$ cat src/rtl/jtkicker_psg_wrbuf.sv
// jtkicker_psg_wrbuf: CPU-to-PSG write buffer (latch + FIFO + strobe/ready handshake FSM).
// Define JTKICKER_PSG_DROPCNT_EN to build the saturating dropped-push counter on drops.
module jtkicker_psg_wrbuf #(
    parameter int AW  = 2,
    parameter int TMO = 15
) (
    input  logic       clk,
    input  logic       rstn,
    input  logic       cpu_cen,
    input  logic       latch_we,
    input  logic       trig_cs,
    input  logic [7:0] cpu_dout,
    input  logic       psg_ready,
    output logic [7:0] psg_din,
    output logic       psg_cs_n,
    output logic       full,
    output logic       empty,
    output logic       ovf,
    output logic [7:0] drops
);
    localparam int D  = 1 << AW;
    localparam int TW = $clog2(TMO + 1);

    typedef enum logic [1:0] {IDLE, STROBE, WAIT} state_t;

    state_t          st_q, st_d;
    logic [7:0]      mem_q [D];
    logic [AW-1:0]   wr_q, rd_q;
    logic [AW:0]     cnt_q;
    logic [7:0]      latch_q, din_q;
    logic            ovf_q;
    logic [TW-1:0]   tmo_q, tmo_d, tmo_inc;
    logic            wr_lat, push, pop, acc, drop;
    logic [7:0]      wdata;

    assign wr_lat   = cpu_cen & latch_we;
    assign push     = cpu_cen & trig_cs;
    assign wdata    = wr_lat ? cpu_dout : latch_q;
    assign full     = cnt_q == (AW+1)'(D);
    assign empty    = cnt_q == '0;
    assign pop      = (st_q == IDLE) && !empty && psg_ready;
    // A pop in the same cycle frees the slot, so a push into a full FIFO still lands
    assign acc      = push && (!full || pop);
    assign drop     = push && full && !pop;
    assign psg_cs_n = st_q != STROBE;
    assign psg_din  = din_q;
    assign ovf      = ovf_q;

    always_comb begin
        st_d    = st_q;
        tmo_d   = tmo_q;
        tmo_inc = (tmo_q == TW'(TMO)) ? tmo_q : tmo_q + 1'b1;
        if (pop) begin
            st_d  = STROBE;
            tmo_d = '0;
        end else if (st_q == STROBE) begin
            tmo_d = tmo_inc;
            st_d  = (!psg_ready || tmo_inc == TW'(TMO)) ? WAIT : STROBE;
        end else if (st_q == WAIT && psg_ready) begin
            st_d  = IDLE;
        end
    end

    always_ff @(posedge clk) begin
        if (!rstn) begin
            st_q    <= IDLE;
            tmo_q   <= '0;
            wr_q    <= '0;
            rd_q    <= '0;
            cnt_q   <= '0;
            latch_q <= '0;
            din_q   <= '0;
            ovf_q   <= 1'b0;
        end else begin
            st_q  <= st_d;
            tmo_q <= tmo_d;
            cnt_q <= cnt_q + (AW+1)'(acc) - (AW+1)'(pop);
            if (wr_lat) latch_q <= cpu_dout;
            if (acc) wr_q <= wr_q + 1'b1;
            if (pop) begin
                rd_q  <= rd_q + 1'b1;
                din_q <= mem_q[rd_q];
            end
            if (drop) ovf_q <= 1'b1;
        end
    end

    always_ff @(posedge clk) begin
        if (acc) mem_q[wr_q] <= wdata;
    end

`ifdef JTKICKER_PSG_DROPCNT_EN
    logic [7:0] drops_q;
    always_ff @(posedge clk) begin
        if (!rstn) drops_q <= '0;
        else if (drop && drops_q != 8'hFF) drops_q <= drops_q + 1'b1;
    end
    assign drops = drops_q;
`else
    assign drops = '0;
`endif
endmodule

$ cat config.mk
export PLATFORM = sky130hd
export DESIGN_NAME = jtkicker_psg_wrbuf
export DESIGN_NICKNAME = d
export VERILOG_FILES = /design/src/rtl/jtkicker_psg_wrbuf.sv
export SDC_FILE = /design/constraint.sdc
export NUM_CORES = 1
export LEC_CHECK = 0
export ABC_AREA = 0
export CAP_MARGIN = 0
export CELL_PAD_IN_SITES_DETAIL_PLACEMENT = 0
export CELL_PAD_IN_SITES_GLOBAL_PLACEMENT = 1
export CORE_MARGIN = 3
export CORE_UTILIZATION = 44
export DETAILED_ROUTE_END_ITERATION = 8
export GPL_ROUTABILITY_DRIVEN = 0
export PLACE_DENSITY_LB_ADDON = 0.1
export SETUP_SLACK_MARGIN = 0.05
export SYNTH_ARGS = -nofsm -noshare
export SYNTH_HDL_FRONTEND = slang
export SYNTH_SLANG_ARGS = --single-unit
$ cat constraint.sdc
create_clock -name clk -period 3.3 [get_ports clk]
set_input_delay 0.66 -clock clk [delete_from_list [all_inputs] [get_ports clk]]
set_output_delay 0.66 -clock clk [all_outputs]
set_load 0.03 [all_outputs]
==> impl_results.md, run 1 <==
- Status: finished, final reports clean
- Seq pwr share: 0.448
- Drt total wl: 4820 um
- Max Cap Viol: 0
- Post-synth cell types: 41
- Ys flop type: edfxtp_1
- Clock root cell: clkbuf_8
- Final worst path period share: 0.849
- Mapped Area: 2590 um2
- Antenna cells: 0
- Post-synth ARST share: 0
- Top post-synthesis cells by area: edfxtp_1 37%, dfxtp_1 23%, mux4_2 6.9%, and2_1 3.6%, mux2_2 3.5%
- Pin slew with the least headroom to its limit: 643 ps
- Post-synth top area share: 0.370
- Total design power: 0.00215 W
- Placeable Area: 5610 um2
- Die height: 82.8 um
- Peak VDD IR: 0.370 mV
- Worst r2r src: cnt_q[1]$_SDFF_PN0_
- Hold path startpoint: psg_din[2]$_SDFFE_PN0P_
- Fin nets: 245
- Register area share after synthesis: 0.602
- Largest net degree at the start of global routing: 28
- Placed cell count: 285
- Maximum clock rate: 357 MHz
- IO Port Bufs: 25
- HPWL after DPL: 3320 um
- WP data required: 3520 ps
- Clock Sinks: 62
- Worst-path clk slew: 60 ps
- CTS tree: built
- Synth area leader: edfxtp_1
- Comb pwr share: 0.253
- Syn. warnings: 0
- Syn avg cell area: 13.6 um2
- Crit path top cell by count: xnor2_1
- Count of antenna-violating nets left after detailed routing: 0
- R2R setup slack: 970 ps
- Crit path max fanout: 4
- CP Data Arrival Time: 3020 ps
- Grt total ovfl: 0
- Boundary Pins: 34
- Post-synthesis compound-gate area fraction: 0.0709
- Clock latency at the later pin of the worst-skew pair: 330 ps
- Area of the multi-input gates: 941 um2
- Leakage power: 1.09 nW
- Switching share of total power: 0.296
- DR pass1 iterations: 4
- Site Rows: 27
- Fin crit period: 2800 ps
- Cts repair resizes: 0
- Die ar.: 6850 um2
- Crit path launch: psg_ready
- Starting Density: 0.463
- Int Power: 0.00151 W
- Setup-failing EPs final: 0
- Synth cell count leaders: 32 x edfxtp_1, 30 x dfxtp_1, 16 x nand2_1
- Post-synth EDFFs: 32
- Flops & latches, synth: 62
- Finished Layout Cells: 301
- First-pass GRT wire length: 7510 um
- FILL cells: 492
- Postcts setup bufs: 0
- Initial drt markers: 31
- CTS H-tree depth: 3
- Post-cts hold buffer count: 0
- Synthesized instance count: 191
- Initial antenna violation count: 0
- Worst hold path type: flop to flop
- GR Util All Layers: 0.157
- CP Class: input port to flop
- Clock skew: 5.15 ps
- Simple-gate share of the synthesized area: 0.116
- RSZ-0062 raised after global routing: false
- Critical Path Slowest Stage Cell: clkdlybuf4s50_1
- Area growth, synth to finish: 19.2%
- # DRC: 0
- Number of vias per cell: 5.13
- Share of cells above drive strength 1: 0.170
- CP peak stage delay: 510 ps
- XOR/XNOR share of the synthesized area: 0.0101
- Sequential Area: 1560 um2
- Cell Chain, Critical Path: clkdlybuf4s50_1 -> or3b_1 -> nor2_2 -> mux2_4 -> ha_1 -> fa_1 -> xnor2_1 -> xnor2_1 -> and2_1
- Final Max Slew Viols: 0
- Worst setup SP type: input port
- Critical path capture point type: flop
- Avg WL per Cell: 16.0 um
- Pwr per Cell Area: 695 nW/um2
- Post-synthesis mux area share: 0.118
- Final TNS setup: 0 ps
- Via count: 1,545
- Cts bufs inserted: 9
- Max-slew headroom: 0.571
- Clock power share: 0.299
- Bufs on Longest Clock Path: 2
- Switch Pwr: 0.000636 W
- Adder-Cell Fraction of Synth Area: 0.0367
- Hold Fails Final Rpt: 0
- Die X-Extent: 82.8 um
- Vias in the first global route: 1,600
- Most instantiated library cell after synthesis: edfxtp_1
- Largest family of logic cells by synthesized area: multiplexers
## cell families after synthesis
group,Yosys count
buffers and inverters,21
multiplexers,19
XOR/XNOR,3
AO/OA/AOI/OAI,25
other,1
AND/OR/NAND/NOR,53
adder cells (fa/ha/maj),7
flip-flops,62
## final timing paths
kind	cells after the start	endpoint
setup reg to reg	8	cnt_q[2]$_SDFF_PN0_
setup / recovery	9	cnt_q[2]$_SDFF_PN0_
hold reg to reg	2	psg_din[2]$_SDFFE_PN0P_
hold / removal	2	psg_din[2]$_SDFFE_PN0P_
## flip-flops by register name, summed over array words and instances, names as in the netlist
| signal | count |
|---|---|
| st_q | 2 |
| psg_din | 8 |
| rd_q | 2 |
| ovf | 1 |
| mem_q | 32 |
| wr_q | 2 |
| cnt_q | 3 |
| latch_q | 8 |
| tmo_q | 4 |
## cells in the final DEF, fill, tap and decap left out, drive strengths merged, types with 3 or more instances in the layout
master	count
clkdlybuf4s50	25
edfxtp	32
o2bb2ai	8
clkbuf	12
buf	4
conb	8
ha	6
xnor2	3
inv	7
mux4	8
nand2	16
nand3b	3
mux2	9
dfxtp	30
nor3	5
o21ai	4
and2	15
a21oi	6
## critical path: cells and delay by family
| family | cells | cell delay (ps) |
|---|---|---|
| XOR/XNOR | 2 | 280 |
| buffers and inverters | 1 | 510 |
| adder cells (fa/ha/maj) | 2 | 580 |
| multiplexers | 1 | 310 |
| AND/OR/NAND/NOR | 3 | 680 |
## metal layers
| layer | GRT usage | routed length (um) | vias to the layer above |
|---|---|---|---|
| li1 | - | - | 756 |
| met1 | 0.174 | 2000 | 755 |
| met2 | 0.275 | 2580 | 26 |
| met3 | 0.0356 | 147 | 8 |
| met4 | 0.0882 | 90 | 0 |
| met5 | 0 | 0 | - |
## metrics by stage
step / hold WS (ps) / instance area, um2 / setup slack (ps) / util
2_1_floorplan: 468 / 2620 / 439 / -
3_3_place_gp: 456 / 2900 / 223 / 0.517
3_5_place_dp: 460 / 2900 / 167 / 0.517
4_1_cts: 470 / 3090 / 506 / 0.551
5_1_grt: 482 / 3090 / 398 / 0.551
6_report: 471 / 3090 / 500 / 0.551
## area by class of cell
type,count,share of cell area
timing repair buffer,29,0.0907
sequential,62,0.505
tap,72,0.0291
inverter,7,0.00850
clock inverter,4,0.0150
clock buffer,12,0.0470
multi-input combinational,115,0.304
## power by group through the flow
stage	clock network (W)	registers, W	logic, W
3_3_place_gp	0	0.000976	0.000534
4_1_cts	0.000662	0.000966	0.000554
6_report	0.000642	0.000963	0.000543
5_1_grt	0.000694	0.000978	0.000600
2_1_floorplan	0	0.000992	0.000362
3_5_place_dp	0	0.000982	0.000551
Power figures use the tool's default switching activity.
==> run 2: changes to the inputs <==
Clock period 3.3 ns to 2.74 ns, I/O delays scaled along.
==> run 2 against run 1 <==
Net effect:
- power is 21% higher
- critical path depth stayed put
- hold slack better by 2.9 ps
- sequential share of layout area is 1.5 points lower
- sequential cell count stayed put
- combinational power is 27% higher
- global-route usage is 0.69 points higher
- non-clock buffer count is 6 higher
- critical path type unchanged
- highest routed layer unchanged
==> impl_results.md, run 2 (synthesis results as in run 1) <==
- Number of vias per cell: 5.13 (-0.11%)
- Clock Sinks: 62 (unchanged)
- DR pass1 iterations: 4 (unchanged)
- Antenna cells: 0 (unchanged)
- Final worst path period share: 0.958
- Initial antenna violation count: 0 (unchanged)
- Hold path startpoint: psg_din[3]$_SDFFE_PN0P_
- Reg2reg end: cnt_q[2]$_SDFF_PN0_
- Worst hold stages: 2 (unchanged)
- Hold Fails Final Rpt: 0 (unchanged)
- GR Util All Layers: 0.164 (+0.00694)
- Die height: 82.8 um (unchanged)
- Hold endpoint: psg_din[3]$_SDFFE_PN0P_
- Cts repair resizes: 0 (unchanged)
- Status: finished, final reports clean
- Fin crit period: 2620 ps
- Fin nets: 251 (+2.4%)
- Via count: 1,574 (+1.9%)
- First-pass GRT wire length: 7910 um (+5.3%)
- Avg WL per Cell: 16.4 um (+2.6%)
- Crit path max fanout: 2 (-2)
- CP Data Arrival Time: 2850 ps (-170 ps)
- Drt total wl: 5040 um (+4.7%)
- Final TNS setup: 0 ps (unchanged)
- Pwr per Cell Area: 816 nW/um2 (+17%)
- Boundary Pins: 34 (unchanged)
- Die X-Extent: 82.8 um (unchanged)
- Final non-filler cell area: 3190 um2 (+3.2%)
- Final Max Slew Viols: 0 (unchanged)
- Worst-path clk slew: 70 ps (about the same)
- CTS tree: built
- WP data required: 2970 ps (-550 ps)
- Place WS: -214 ps (-381 ps)
- Peak VDD IR: 0.380 mV (+2.7%)
- Setup-failing EPs final: 0 (unchanged)
- Largest register FFs: 32 (unchanged)
- Maximum clock rate: 381 MHz
- Critical path capture point type: flop
- Commonest non-fill, non-tap cell in the layout: edfxtp_1
- Max Cap Viol: 0 (unchanged)
- Placed inst area: 3000 um2 (+3.5%)
- Postcts setup bufs: 0 (unchanged)
- HPWL after DPL: 3490 um (+5.0%)
- Clock root cell: clkbuf_8
- Bufs on Longest Clock Path: 2 (unchanged)
- Worst setup SP type: input port
- Post-cts hold buffer count: 0 (unchanged)
- Area growth, synth to finish: 22.9%
- Worst hold path type: flop to flop
- Count of antenna-violating nets left after detailed routing: 0 (unchanged)
- Max-slew headroom: 0.581 (+0.0101)
- FILL cells: 488 (-0.81%)
- Placeable Area: 5610 um2 (unchanged)
- Worst r2r src: cnt_q[1]$_SDFF_PN0_
- CP Class: input port to flop
- RSZ-0062 raised after global routing: false
- IO Port Bufs: 25 (unchanged)
- Pin slew with the least headroom to its limit: 628 ps (-15.1 ps)
- Total design power: 0.00260 W (+21%)
- # DRC: 0 (unchanged)
- Post-layout worst setup margin: 115 ps (-384 ps)
- R2R setup slack: 420 ps (-550 ps)
- Share of cells above drive strength 1: 0.196 (+0.0254)
- R2r worst-path depth: 8 (unchanged)
- CTS H-tree depth: 3 (unchanged)
- Initial drt markers: 62 (+100%)
- Reg with most FFs: mem_q
- Leakage power: 1.13 nW (+3.8%)
- Clock latency at the later pin of the worst-skew pair: 330 ps (about the same)
- Vias in the first global route: 1,629 (+1.8%)
- Site Rows: 27 (unchanged)
- Starting Density: 0.463 (unchanged)
- Die ar.: 6850 um2 (unchanged)
- Most frequent cells in the layout: 32 x edfxtp_1, 30 x dfxtp_1, 25 x clkdlybuf4s50_1
- Cts bufs inserted: 9 (unchanged)
- Grt total ovfl: 0 (unchanged)
- Clock skew: 9.77 ps (+4.62 ps)
- Largest net degree at the start of global routing: 28 (unchanged)
## run 2: cell count changes in the layout (fill, tap and decap cells not counted), sizes merged
| cell | delta |
|---|---|
| buf | +6 |
| clkbuf | -1 |
| clkinv | +1 |
## run 2: worst max path at each step
stage	start	slack (ps)	end
final	psg_ready	120	cnt_q[2]$_SDFF_PN0_
after global routing	psg_ready	50	cnt_q[2]$_SDFF_PN0_
after CTS	psg_ready	130	cnt_q[2]$_SDFF_PN0_
after detailed placement	psg_ready	-210	cnt_q[2]$_SDFF_PN0_
after global placement	psg_ready	-190	cnt_q[2]$_SDFF_PN0_
after floorplan	psg_ready	60	cnt_q[2]$_SDFF_PN0_
## run 2: metrics by stage
step | hold slack [ps] | utilization | instances
global placement | 456 | 0.535 | 291
floorplan | 468 | - | 198
CTS | 479 | 0.567 | 307
detailed placement | 469 | 0.535 | 291
finish | 474 | 0.568 | 307
global route | 503 | 0.568 | 307
## run 2: per-layer routing
| layer | wire (um) | vias up | GRT usage |
|---|---|---|---|
| met3 | 207 | 4 | 0.0594 |
| met4 | 38 | 0 | 0.0490 |
| met1 | 2170 | 770 | 0.188 |
| li1 | - | 764 | - |
| met2 | 2630 | 36 | 0.284 |
| met5 | 0 | - | 0 |
## run 2: worst max-delay path: stages
cell and delay, ps:
clkdlybuf4s50_1 490, or3b_4 400, nor2_4 130, mux2_4 300, ha_1 190, fa_1 380, xnor2_1 140, xnor2_1 130
and2_1 150
## run 2: layout make-up
cell class | count | area [um2] | share of cell area
well taps | 72 | 90.1 | 0.0283
flip-flops and latches | 62 | 1560 | 0.490
inverters | 7 | 26.3 | 0.00824
clock buffers | 11 | 131 | 0.0412
multi-input cells | 115 | 953 | 0.299
clock inverters | 5 | 50.0 | 0.0157
repair buffers | 35 | 375 | 0.118
## run 2: where the power goes
part           internal [W]  switching (W)
Clock              0.000413       0.000332
Combinational      0.000330       0.000360
Sequential          0.00107      0.0000956
Total               0.00182       0.000787
==> run 3: changes to the inputs <==
Settings changed: CORE_UTILIZATION 44 to 37.
==> run 3 against run 2 <==
Net effect:
- power rose by 4.6%
- combinational power fell by 1%
- final cell count rose by 7.8%
- die area rose by 17%
- highest routed layer unchanged
==> impl_results.md, run 3 (synthesis results as in run 1) <==
- Status: finished, final reports clean
- CP Data Arrival Time: 2850 ps (about the same)
- Max Cap Viol: 0 (unchanged)
- Peak VDD IR: 0.443 mV (+16%)
- Setup-failing EPs final: 0 (unchanged)
- Hold path startpoint: psg_din[3]$_SDFFE_PN0P_
- Worst r2r src: cnt_q[1]$_SDFF_PN0_
- Share of cells above drive strength 1: 0.223 (+0.0269)
- Worst hold path type: flop to flop
- Leakage power: 1.16 nW (+2.4%)
- Cts bufs inserted: 9 (unchanged)
- Total design power: 0.00272 W (+4.6%)
- Finished Layout Cells: 331 (+7.8%)
- Initial antenna violation count: 0 (unchanged)
- Crit path max-delay family: simple AND/OR/NAND/NOR gates
- WHS: 472 ps (-2.31 ps)
- Count of antenna-violating nets left after detailed routing: 0 (unchanged)
- R2r worst-path depth: 8 (unchanged)
- Sequential Area: 1560 um2 (unchanged)
- Pwr per Cell Area: 837 nW/um2 (+2.5%)
- Clock Sinks: 62 (unchanged)
- Worst-path clk slew: 70 ps (about the same)
- Number of vias per cell: 4.77 (-6.9%)
- Cell Chain, Critical Path: clkdlybuf4s50_1 -> or3b_4 -> nor2_4 -> mux2_4 -> ha_1 -> fa_1 -> xnor2_1 -> xnor2_1 -> and2_1
- Post-cts hold buffer count: 0 (unchanged)
- Drt total wl: 4950 um (-1.9%)
- Fin nets: 254 (+1.2%)
- Buf/Inv on CP: 1 (unchanged)
- Maximum clock rate: 383 MHz (+0.41%)
- First-pass GRT wire length: 8270 um (+4.4%)
- Die height: 89.7 um (+8.4%)
- Grt total ovfl: 0 (unchanged)
- RSZ-0062 raised after global routing: true
- Reg with most FFs: mem_q
- Boundary Pins: 34 (unchanged)
- Vias in the first global route: 1,681 (+3.2%)
- Critical path capture point type: flop
- DR pass1 iterations: 4 (unchanged)
- CTS tree: built
- Clock skew: 10.1 ps (+0.339 ps)
- Worst setup SP type: input port
- Hold endpoint: psg_din[3]$_SDFFE_PN0P_
- Final TNS setup: 0 ps (unchanged)
- HPWL after DPL: 3570 um (+2.5%)
- GR Util All Layers: 0.136 (-0.0279)
- Clock power share: 0.322 (+0.036)
- WP data required: 2970 ps (about the same)
- Commonest non-fill, non-tap cell in the layout: edfxtp_1
- FILL cells: 582 (+19%)
- CP peak stage delay: 470 ps (-20 ps)
- R2R setup slack: 400 ps (-20 ps)
- Int Power: 0.00191 W (+5.3%)
- Fin crit period: 2610 ps (-10.8 ps)
- Worst hold stages: 2 (unchanged)
- Site Rows: 29 (+7.4%)
- Crit path max fanout: 2 (unchanged)
- CP Class: input port to flop
- Largest register FFs: 32 (unchanged)
- Area growth, synth to finish: 25.4%
- Bufs on Longest Clock Path: 2 (unchanged)
- IO Port Bufs: 25 (unchanged)
- Most frequent cells in the layout: 32 x edfxtp_1, 30 x dfxtp_1, 25 x clkdlybuf4s50_1
- Die X-Extent: 89.7 um (+8.4%)
- Starting Density: 0.395 (-0.0676)
- Avg WL per Cell: 14.9 um (-9.0%)
- Seq pwr share: 0.427 (-0.022)
- Switch Pwr: 0.000809 W (+2.8%)
- Clock root cell: clkbuf_8
- Initial drt markers: 45 (-27%)
- Reg2reg end: cnt_q[2]$_SDFF_PN0_
- Antenna cells: 0 (unchanged)
- Critical Path Slowest Stage Cell: clkdlybuf4s50_1
- Largest net degree at the start of global routing: 22 (-21%)
- Crit path top cell by count: xnor2_1
- Die ar.: 8050 um2 (+17%)
- Pin slew with the least headroom to its limit: 617 ps (-10.7 ps)
- Final worst path period share: 0.954 (-0.00393)
- Placed cell count: 315 (+8.2%)
- Via count: 1,580 (+0.38%)
- Comb pwr share: 0.251 (-0.014)
- Clock latency at the later pin of the worst-skew pair: 340 ps (about the same)
- CTS H-tree depth: 3 (unchanged)
- Area of the multi-input gates: 953 um2 (unchanged)
- Max-slew headroom: 0.588 (+0.00713)
- Final Max Slew Viols: 0 (unchanged)
- Hold Fails Final Rpt: 0 (unchanged)
- Switching share of total power: 0.297 (-0.00512)
- # DRC: 0 (unchanged)
- Placeable Area: 6570 um2 (+17%)
[run 3: repair_timing]
item | CTS | global route
setup buffers | 0 | 0
endpoints found under the setup margin | 0 | 1
gates resized for setup | 0 | 2
[run 3: worst register-to-register path, cell delays in order, from the launching register on]
cell and delay, ps:
dfxtp_1 340, nor3_2 540, nor2_4 60, mux2_4 320, ha_1 190, fa_1 370
xnor2_1 150, xnor2_1 120, and2_1 150
[run 3: worst max path at each step]
stage	from	to	cells past startpoint
2_1_floorplan	psg_ready	cnt_q[2]$_SDFF_PN0_	9
3_3_place_gp	psg_ready	cnt_q[2]$_SDFF_PN0_	9
3_5_place_dp	psg_ready	cnt_q[2]$_SDFF_PN0_	9
4_1_cts	psg_ready	cnt_q[2]$_SDFF_PN0_	9
5_1_grt	cnt_q[1]$_SDFF_PN0_	empty	2
6_report	psg_ready	cnt_q[2]$_SDFF_PN0_	9
[run 3: metrics by stage]
| step | setup slack [ps] | util | area, um2 |
|---|---|---|---|
| 2_1_floorplan | 63.1 | - | 2630 |
| 3_3_place_gp | -194 | 0.460 | 3020 |
| 3_5_place_dp | -226 | 0.460 | 3020 |
| 4_1_cts | 130 | 0.494 | 3240 |
| 5_1_grt | 48.8 | 0.495 | 3250 |
| 6_report | 126 | 0.495 | 3250 |
[run 3: cell type report]
type | count | area share
clock inverter | 7 | 0.0300
clock buffer | 9 | 0.0381
multi-input combinational | 115 | 0.293
inverter | 7 | 0.00808
tap | 93 | 0.0358
timing repair buffer | 38 | 0.115
sequential | 62 | 0.480
[run 3: metal layers]
| layer | part of all wire | wire, um | vias up | GRT usage |
|---|---|---|---|---|
| met3 | 0.048 | 239 | 6 | 0.0534 |
| met5 | 0 | 0 | - | 0 |
| met4 | 0.012 | 57 | 0 | 0.0549 |
| met2 | 0.53 | 2620 | 36 | 0.237 |
| met1 | 0.41 | 2030 | 771 | 0.147 |
| li1 | - | - | 767 | - |
[run 3: power by group through the flow]
stage | clock network, W | registers (W) | logic, W
after detailed placement | 0 | 0.00119 | 0.000679
after global routing | 0.000942 | 0.00118 | 0.000751
after CTS | 0.000911 | 0.00117 | 0.000683
after global placement | 0 | 0.00118 | 0.000665
after floorplan | 0 | 0.00120 | 0.000437
final | 0.000877 | 0.00116 | 0.000682
